**src/rtl/heaa_pipe_adder_if.sv**
```systemverilog
// Streaming operand/result bundle for heaa_pipe_adder.
// The master drives the operands and out_ready. The slave is the adder.
interface heaa_pipe_adder_if #(
    parameter int WIDTH = 32
) ();
    logic             in_valid;
    logic             in_ready;
    logic [WIDTH-1:0] in_a;
    logic [WIDTH-1:0] in_b;
    logic             in_exact;
    logic             out_valid;
    logic             out_ready;
    logic [WIDTH:0]   out_sum;

    modport master (
        output in_valid, in_a, in_b, in_exact, out_ready,
        input  in_ready, out_valid, out_sum
    );

    modport slave (
        input  in_valid, in_a, in_b, in_exact, out_ready,
        output in_ready, out_valid, out_sum
    );
endinterface

```
**src/rtl/heaa_pipe_adder.sv**
```systemverilog
// Two-stage streaming HEAA adder: approximate low INACC bits with an exact block-CLA upper part.
// Define HEAA_ERR_STATS_EN to compile in the error counter (stats_clr / err_cnt).
module heaa_pipe_adder #(
    parameter int WIDTH   = 32,
    parameter int INACC   = 9,
    parameter int CLA_BLK = 4
) (
    input  logic          clk,
    input  logic          rst,
    heaa_pipe_adder_if.slave bus
`ifdef HEAA_ERR_STATS_EN
    ,
    input  logic          stats_clr,
    output logic [15:0]   err_cnt
`endif
);
    localparam int K    = INACC;
    localparam int UW   = WIDTH - INACC;
    localparam int NBLK = (UW + CLA_BLK - 1) / CLA_BLK;

    // Handshake
    logic en1, en2;
    logic s1_valid_q;
    logic out_valid_q;

    assign en2          = !out_valid_q || bus.out_ready;
    assign en1          = !s1_valid_q || en2;
    assign bus.in_ready = en1;

    // Stage 1: low part, carry into bit K, and the upper operand slices
    logic [K-1:0]  low_approx;
    logic          ck_approx;
    logic [K:0]    low_exact;
    logic [K-1:0]  s1_low_d, s1_low_q;
    logic          s1_c_d, s1_c_q;
    logic [UW-1:0] s1_a_q, s1_b_q;

    assign low_approx = {bus.in_a[K-1] ^ bus.in_b[K-1], bus.in_a[K-2:0] | bus.in_b[K-2:0]};
    assign ck_approx  = bus.in_a[K-1] & bus.in_b[K-1];
    assign low_exact  = {1'b0, bus.in_a[K-1:0]} + {1'b0, bus.in_b[K-1:0]};

    always_comb begin
        // NOTE: every always_comb output gets a default first, so no path can infer a latch.
        s1_low_d = low_approx;
        s1_c_d   = ck_approx;
        if (bus.in_exact) begin
            s1_low_d = low_exact[K-1:0];
            s1_c_d   = low_exact[K];
        end
    end

    always_ff @(posedge clk) begin
        // NOTE: datapath registers are reset too, so out_sum reads 0 straight after reset.
        if (rst) begin
            s1_valid_q <= 1'b0;
            s1_low_q   <= '0;
            s1_c_q     <= 1'b0;
            s1_a_q     <= '0;
            s1_b_q     <= '0;
        end else if (en1) begin
            // NOTE: sequential state always uses non-blocking assignments.
            s1_valid_q <= bus.in_valid;
            s1_low_q   <= s1_low_d;
            s1_c_q     <= s1_c_d;
            s1_a_q     <= bus.in_a[WIDTH-1:K];
            s1_b_q     <= bus.in_b[WIDTH-1:K];
        end
    end

    // Stage 2: block carry-lookahead over the upper slice
    logic [UW-1:0] cla_g, cla_p, cla_c;
    logic [NBLK:0] blk_c;
    logic          grp_g, grp_p;
    logic [UW-1:0] hi_sum;

    always_comb begin
        cla_g    = s1_a_q & s1_b_q;
        cla_p    = s1_a_q ^ s1_b_q;
        cla_c    = '0;
        blk_c    = '0;
        blk_c[0] = s1_c_q;
        grp_g    = 1'b0;
        grp_p    = 1'b1;
        for (int j = 0; j < NBLK; j++) begin
            grp_g = 1'b0;
            grp_p = 1'b1;
            for (int k = 0; k < CLA_BLK; k++) begin
                if (j * CLA_BLK + k < UW) begin
                    cla_c[j*CLA_BLK+k] = grp_g | (grp_p & blk_c[j]);
                    grp_g = cla_g[j*CLA_BLK+k] | (cla_p[j*CLA_BLK+k] & grp_g);
                    grp_p = grp_p & cla_p[j*CLA_BLK+k];
                end
            end
            blk_c[j+1] = grp_g | (grp_p & blk_c[j]);
        end
    end

    assign hi_sum = cla_p ^ cla_c;

    logic [WIDTH:0] out_sum_q;

    always_ff @(posedge clk) begin
        if (rst) begin
            out_valid_q <= 1'b0;
            out_sum_q   <= '0;
        end else if (en2) begin
            out_valid_q <= s1_valid_q;
            if (s1_valid_q) begin
                out_sum_q <= {blk_c[NBLK], hi_sum, s1_low_q};
            end
        end
    end

    assign bus.out_valid = out_valid_q;
    assign bus.out_sum   = out_sum_q;

`ifdef HEAA_ERR_STATS_EN
    // An approximate beat is wrong exactly when its low bits or carry-in to bit K differ.
    logic        err1_d;
    logic        s1_err_q, out_err_q;
    logic [15:0] err_cnt_d, err_cnt_q;

    assign err1_d = !bus.in_exact && ({ck_approx, low_approx} != low_exact);

    always_comb begin
        err_cnt_d = err_cnt_q;
        if (stats_clr) begin
            err_cnt_d = '0;
        end else if (out_valid_q && bus.out_ready && out_err_q && (err_cnt_q != 16'hFFFF)) begin
            err_cnt_d = err_cnt_q + 16'd1;
        end
    end

    always_ff @(posedge clk) begin
        if (rst) begin
            s1_err_q  <= 1'b0;
            out_err_q <= 1'b0;
            err_cnt_q <= '0;
        end else begin
            if (en1) s1_err_q  <= err1_d;
            if (en2) out_err_q <= s1_err_q;
            err_cnt_q <= err_cnt_d;
        end
    end

    assign err_cnt = err_cnt_q;
`endif
endmodule

```
**src/flat_wrapper.sv**
```systemverilog
// flat-port wrapper written by rule: the top's interface ports become plain ports
module heaa_pipe_adder_flat 
#(
    parameter int WIDTH   = 32,
    parameter int INACC   = 9,
    parameter int CLA_BLK = 4
)
  (clk, rst, bus_in_valid, bus_in_a, bus_in_b, bus_in_exact, bus_out_ready, bus_in_ready, bus_out_valid, bus_out_sum);
  heaa_pipe_adder_if #(.WIDTH(WIDTH)) bus_i ();
  input  logic clk;
  input  logic rst;
  input wire logic [$bits(bus_i.in_valid)-1:0] bus_in_valid;
  input wire logic [$bits(bus_i.in_a)-1:0] bus_in_a;
  input wire logic [$bits(bus_i.in_b)-1:0] bus_in_b;
  input wire logic [$bits(bus_i.in_exact)-1:0] bus_in_exact;
  input wire logic [$bits(bus_i.out_ready)-1:0] bus_out_ready;
  output wire logic [$bits(bus_i.in_ready)-1:0] bus_in_ready;
  output wire logic [$bits(bus_i.out_valid)-1:0] bus_out_valid;
  output wire logic [$bits(bus_i.out_sum)-1:0] bus_out_sum;
  assign bus_i.in_valid = bus_in_valid;
  assign bus_i.in_a = bus_in_a;
  assign bus_i.in_b = bus_in_b;
  assign bus_i.in_exact = bus_in_exact;
  assign bus_i.out_ready = bus_out_ready;
  assign bus_in_ready = bus_i.in_ready;
  assign bus_out_valid = bus_i.out_valid;
  assign bus_out_sum = bus_i.out_sum;
  heaa_pipe_adder #(.WIDTH(WIDTH), .INACC(INACC), .CLA_BLK(CLA_BLK)) u_core (.clk(clk), .rst(rst), .bus(bus_i));
endmodule
```
**config.mk**
```make
export PLATFORM = sky130hd
export DESIGN_NAME = heaa_pipe_adder_flat
export DESIGN_NICKNAME = d
export VERILOG_FILES = /design/src/rtl/heaa_pipe_adder_if.sv /design/src/rtl/heaa_pipe_adder.sv /design/src/flat_wrapper.sv
export SDC_FILE = /design/constraint.sdc
export NUM_CORES = 1
export LEC_CHECK = 0
export BUFFER_PORTS_ARGS = -buffer_cell sky130_fd_sc_hd__buf_2
export CAP_MARGIN = 20
export CORE_ASPECT_RATIO = 0.5
export CORE_MARGIN = 4
export CORE_UTILIZATION = 53
export DETAILED_ROUTE_END_ITERATION = 12
export PLACE_DENSITY = 0.88
export RECOVER_POWER = 100
export SLEW_MARGIN = 20
export SYNTH_ARGS = -nofsm -noshare
export SYNTH_HDL_FRONTEND = slang
export SYNTH_SLANG_ARGS = --single-unit
```
**constraint.sdc**
```tcl
create_clock -name clk -period 8.2 [get_ports clk]
set_clock_uncertainty 0.15 [all_clocks]
set_input_delay 0.82 -clock clk [delete_from_list [all_inputs] [get_ports clk]]
set_output_delay 0.82 -clock clk [all_outputs]
set_load 0.005 [all_outputs]
```
After elaboration in Yosys (flattened, before gate mapping)

Index checks and enable logic that the tools add are counted.

Logic and storage cells: 118
Output and inout bits: 35
Register bits after elaboration: 91
Input port bits: 69

Mux-type cells: 2
Bitwise operators: 103
$add $sub $neg: 1
Reduce and logical (&&, ||, !) cells: 5

Operators by type and width:

| operator                                | number |
|---|---|
| 1-bit AND                               | 58 |
| 23-bit XOR                              | 2 |
| 1-bit bitwise OR                        | 40 |
| 23-bit AND                              | 1 |
| 9-bit by 9-bit adder with 10-bit output | 1 |
| 9-bit 2-to-1 mux                        | 1 |
| 8-bit bitwise OR                        | 1 |
| 1-bit logical NOT                       | 2 |
| 1-bit logical OR                        | 2 |
| 2-bit AND reduction                     | 1 |
| 1-bit 2-to-1 mux                        | 1 |
| 1-bit XOR                               | 1 |

Logic depth before layout (Yosys ltp)

Depth in word-level cells: 19
Depth in mapped cells: 12
Mapped depth without buffers: 12

Least setup slack after synthesis

OpenSTA, ideal clock, no wires.

Kind: input to register
From: input bus_in_b[1]
To: register u_core.s1_c_q
Arrival time: 2583 ps
Stages on the path: 9
Setup slack: 5322 ps
Path buffers: 0
Data required time: 7906 ps
Setup time: 144 ps
Cells stage by stage: inv_1 -> ha_1 -> a21o_1 -> a21oi_1 -> o21ai_0 -> a2111oi_0 -> nor3_1 -> a2111oi_0 -> a2111oi_0

Longest elaborated chain between the ends: 2

Ends and longest elaborated chain:

| item                                    | line                  | RTL |
|---|---|---|
| start, declared                         | flat_wrapper.sv:14    | `input wire logic [$bits(bus_i.in_b)-1:0] bus_in_b;` |
| 9-bit by 9-bit adder with 10-bit output | heaa_pipe_adder.sv:40 | `assign low_exact = {1'b0, bus.in_a[K-1:0]} + {1'b0, bus.in_b[K-1:0]};` |
| 1-bit 2-to-1 mux                        | heaa_pipe_adder.sv:46 | `if (bus.in_exact) begin` |
| end signal, assigned                    | heaa_pipe_adder.sv:57 | `s1_c_q <= 1'b0;` |
| end signal, assigned                    | heaa_pipe_adder.sv:64 | `s1_c_q <= s1_c_d;` |
| end, declared                           | heaa_pipe_adder.sv:35 | `logic s1_c_d, s1_c_q;` |

Every way passes these cells.
A chain may end at the register's enable or synchronous reset.

Worst setup path after layout

From: input bus_out_ready
To: output bus_in_ready

Longest elaborated chain between the ends: 2

Ends and longest elaborated chain:

| item             | line                  | RTL |
|---|---|---|
| start, declared  | flat_wrapper.sv:16    | `input wire logic [$bits(bus_i.out_ready)-1:0] bus_out_ready;` |
| 1-bit logical OR | heaa_pipe_adder.sv:26 | `assign en2 = !out_valid_q \|\| bus.out_ready;` |
| 1-bit logical OR | heaa_pipe_adder.sv:27 | `assign en1 = !s1_valid_q \|\| en2;` |
| end, declared    | flat_wrapper.sv:17    | `output wire logic [$bits(bus_i.in_ready)-1:0] bus_in_ready;` |

Every way passes these cells.

==> flow_metrics.py <==
metrics = {
    "run_status": {
        "outcome": "finished, violations left",
        "violations": "max-capacitance violations, max-slew violations",
    },
    "clock_network": {
        "cts_root_buf": "clkbuf_16",
        "ctsHoldBuffers": 0,
        "clock_path_buffers": 2,
        "cts_tree": "built",
        "h-tree-depth": 3,
        "cts_sinks": 91,
        "clk_latency_ps": 350,
        "ctsResizeCount": 0,
        "post_cts_buffers": 0,
        "numCtsBuffers": 9,
        "clkTransAtPathRegs_ps": 60,
    },
    "critical_path": {
        "crit_arrival_ps": 4010,
        "critPathRequiredTime_ps": 7230,
        "timing.critical_path.mode_cell": "buf_2",
        "crit_fanout": 57,
        "worstPathCellList": "buf_2 > nor2b_1 > and2_0 > clkinv_1 > buf_2",
        "path_buf_inv": 3,
        "cp_slowest_cell": "and2_0",
        "worstSetupPathType": "in -> out",
        "crit_family": "simple AND/OR/NAND/NOR gates",
        "end_kind": "output pin",
        "max_stage_delay_ps": 2210,
        "start_kind": "input port",
    },
    "route": {
        "postRouteAntennaNets": 0,
        "wl_mm": 11.0,
        "drc": 0,
        "drtPass1Iterations": 5,
        "drt_iter0_drc": 169,
        "vias": 4158,
        "viasPerCell": 5.37,
        "wl_per_cell_um": 14.2,
    },
    "placed_design": {
        "port_buffers": 103,
        "gp_congestion": 0.824,
        "dp_slack_ps": 4750,
        "dpl.hpwl_mm": 7.54,
        "place_area_mm2": 0.00518,
    },
    "yosys": {
        "synth_warnings": 0,
        "synth-async-reset-ratio": 0,
        "yosysMostFrequentCell": "nand2_1",
        "syn_area_per_cell_um2": 8.07,
        "syn_nets": 687,
        "yosysTopAreaCell": "dfxtp_1",
        "ys_ff_latch": 91,
        "netlist.area_leader.share": 0.396,
        "synth_seq_area_share": 0.396,
        "synth.area.top_cells": "dfxtp_1 40%, nand2_1 12%, ha_1 11%",
        "yosys_most_used_dff": "dfxtp_1",
        "synth_common_cells": "142 x nand2_1, 91 x dfxtp_1, 80 x a21oi_1",
        "synth_area_mm2": 0.00461,
        "syn_inst": 571,
        "synth-edff-count": 0,
        "synth_cell_type_count": 46,
    },
    "pwr": {
        "p_leak_nw": 2.51,
        "powerDensity_mw_per_mm2": 200,
        "irDropWorstVdd_uv": 110,
    },
    "floorplanning": {
        "die_h_um": 73.9,
        "ios": 104,
        "chipWidth_um": 140,
        "start_util": 0.560,
        "die-area_mm2": 0.0103,
        "core-area_mm2": 0.00823,
        "rows": 23,
    },
    "sta": {
        "finalCritPeriodShare": 0.607,
        "fin_crit_ps": 4980,
        "tightest_slew_ps": 3650,
        "maxSlewHeadroom": -1.44,
        "fin_hold_ws_ps": 299,
        "layout_setup_ws_ps": 3220,
        "hold_viol_final": 0,
        "rsz0062_at_grt": "false",
        "finalSetupViolations": 0,
        "timing.setup.tns_ps": 0,
        "drv_slew": 147,
        "fmax_mhz": 201,
    },
    "cells_and_area": {
        "drive_above_1_share": 0.169,
        "fill_cells": 712,
        "fin_area_mm2": 0.00548,
        "diodes": 0,
        "final_util": 0.666,
        "layout.nets": 774,
        "syn_to_final_growth_pct": 18.9,
    },
    "global_route": {
        "antenna_found_initial": 0,
        "grt_pass1_vias": 4041,
        "track_usage": 0.218,
        "grt_max_degree": 89,
        "gr-total-overflow": 0,
        "grt_pass1_wl_mm": 18.1,
    },
    "worst_hold_path": {
        "hold_path.class": "reg -> reg",
    },
    "run": {
        "maxCapViolCount": 2,
    },
}
==> sequential cells by signal (all words and copies together), names as in the netlist <==
name                  count
u_core.bus.out_sum       33
u_core.bus.out_valid      1
u_core.s1_a_q            23
u_core.s1_b_q            23
u_core.s1_c_q             1
u_core.s1_low_q           9
u_core.s1_valid_q         1
==> worst register-to-register path, cell delays in order (launching register included) <==
cell      delay [ps]
dfxtp_1          320
nor2b_1          290
and2_0          2210
clkinv_1         360
buf_4            460
o211ai_1         190
a21oi_1           80
o311a_1          240
==> area by class of cell <==
| class | instances | area (um2) | area share |
|---|---|---|---|
| Timing Repair Buffer | 107 | 517 | 0.0943 |
| Multi-Input combinational cell | 417 | 2550 | 0.466 |
| Sequential cell | 91 | 1820 | 0.333 |
| Tap cell | 112 | 140 | 0.0256 |
| Inverter | 32 | 120 | 0.0219 |
| Clock buffer | 12 | 256 | 0.0468 |
| Clock inverter | 4 | 72.6 | 0.0132 |
==> routing by layer <==
metal / routed length, um / part of all wire / vias to the layer above / GRT usage
met3: 614 / 0.056 / 22 / 0.0715
met5: 0 / 0 / - / 0
met4: 245 / 0.022 / 0 / 0.0763
met2: 5490 / 0.50 / 102 / 0.397
met1: 4660 / 0.42 / 1940 / 0.246
li1: - / - / 2094 / -
==> power breakdown <==
part           internal (mW)  switching [mW]
clock network          0.283           0.167
registers              0.470          0.0176
logic                 0.0727          0.0868
==> cell families (layout without fill, tap and decap cells) <==
group / Yosys count / in the layout / share of synthesized area
and+or+nand+nor: 211 / 211 / 0.188
AOI/OAI and AO/OA: 141 / 141 / 0.192
DFF: 91 / 91 / 0.396
buffers and inverters: 63 / 155 / 0.0513
adders and majority gates: 47 / 47 / 0.139
xor gates and xnor gates: 17 / 17 / 0.0323
muxes: 1 / 1 / 0.00217
==> cell usage in the layout, fill, tap and decap left out, types with 4 or more instances in the layout <==
| cell | netlist | layout |
|---|---|---|
| inv_1 | 31 | 31 |
| clkbuf_1 | 28 | 19 |
| nor2_1 | 36 | 36 |
| o21ai_0 | 13 | 13 |
| nand2_1 | 142 | 142 |
| nor3_1 | 11 | 11 |
| a21oi_1 | 80 | 80 |
| nand3_1 | 5 | 5 |
| buf_2 | 0 | 83 |
| dfxtp_1 | 91 | 91 |
| xnor2_1 | 14 | 14 |
| ha_1 | 40 | 40 |
| a211oi_1 | 11 | 11 |
| a2111oi_0 | 4 | 4 |
| fa_1 | 7 | 7 |
| a21o_1 | 5 | 5 |
| clkbuf_16 | 0 | 9 |
| a22o_1 | 4 | 4 |
==> stage by stage <==
| step | instances | power [mW] |
|---|---|---|
| global route | 775 | 1.15 |
| CTS | 775 | 1.10 |
| global placement | 759 | 0.648 |
| detailed placement | 759 | 0.654 |
| floorplan | 571 | 0.601 |
| finish | 775 | 1.10 |
==> path summary, 6_finish.rpt <==
kind                                           from                                  to  slack, ps  cells past startpoint
setup / recovery                      bus_out_ready                        bus_in_ready       3220                      5
hold / removal      u_core.s1_low_q[8]$_SDFFE_PP0P_  u_core.bus.out_sum[8]$_SDFFE_PP0P_        300                      2
setup reg to reg  u_core.bus.out_valid$_SDFFE_PP0N_     u_core.s1_low_q[8]$_SDFFE_PP0P_       3780                      7
hold reg to reg     u_core.s1_low_q[8]$_SDFFE_PP0P_  u_core.bus.out_sum[8]$_SDFFE_PP0P_        300                      2
Power figures use the tool's default switching activity.
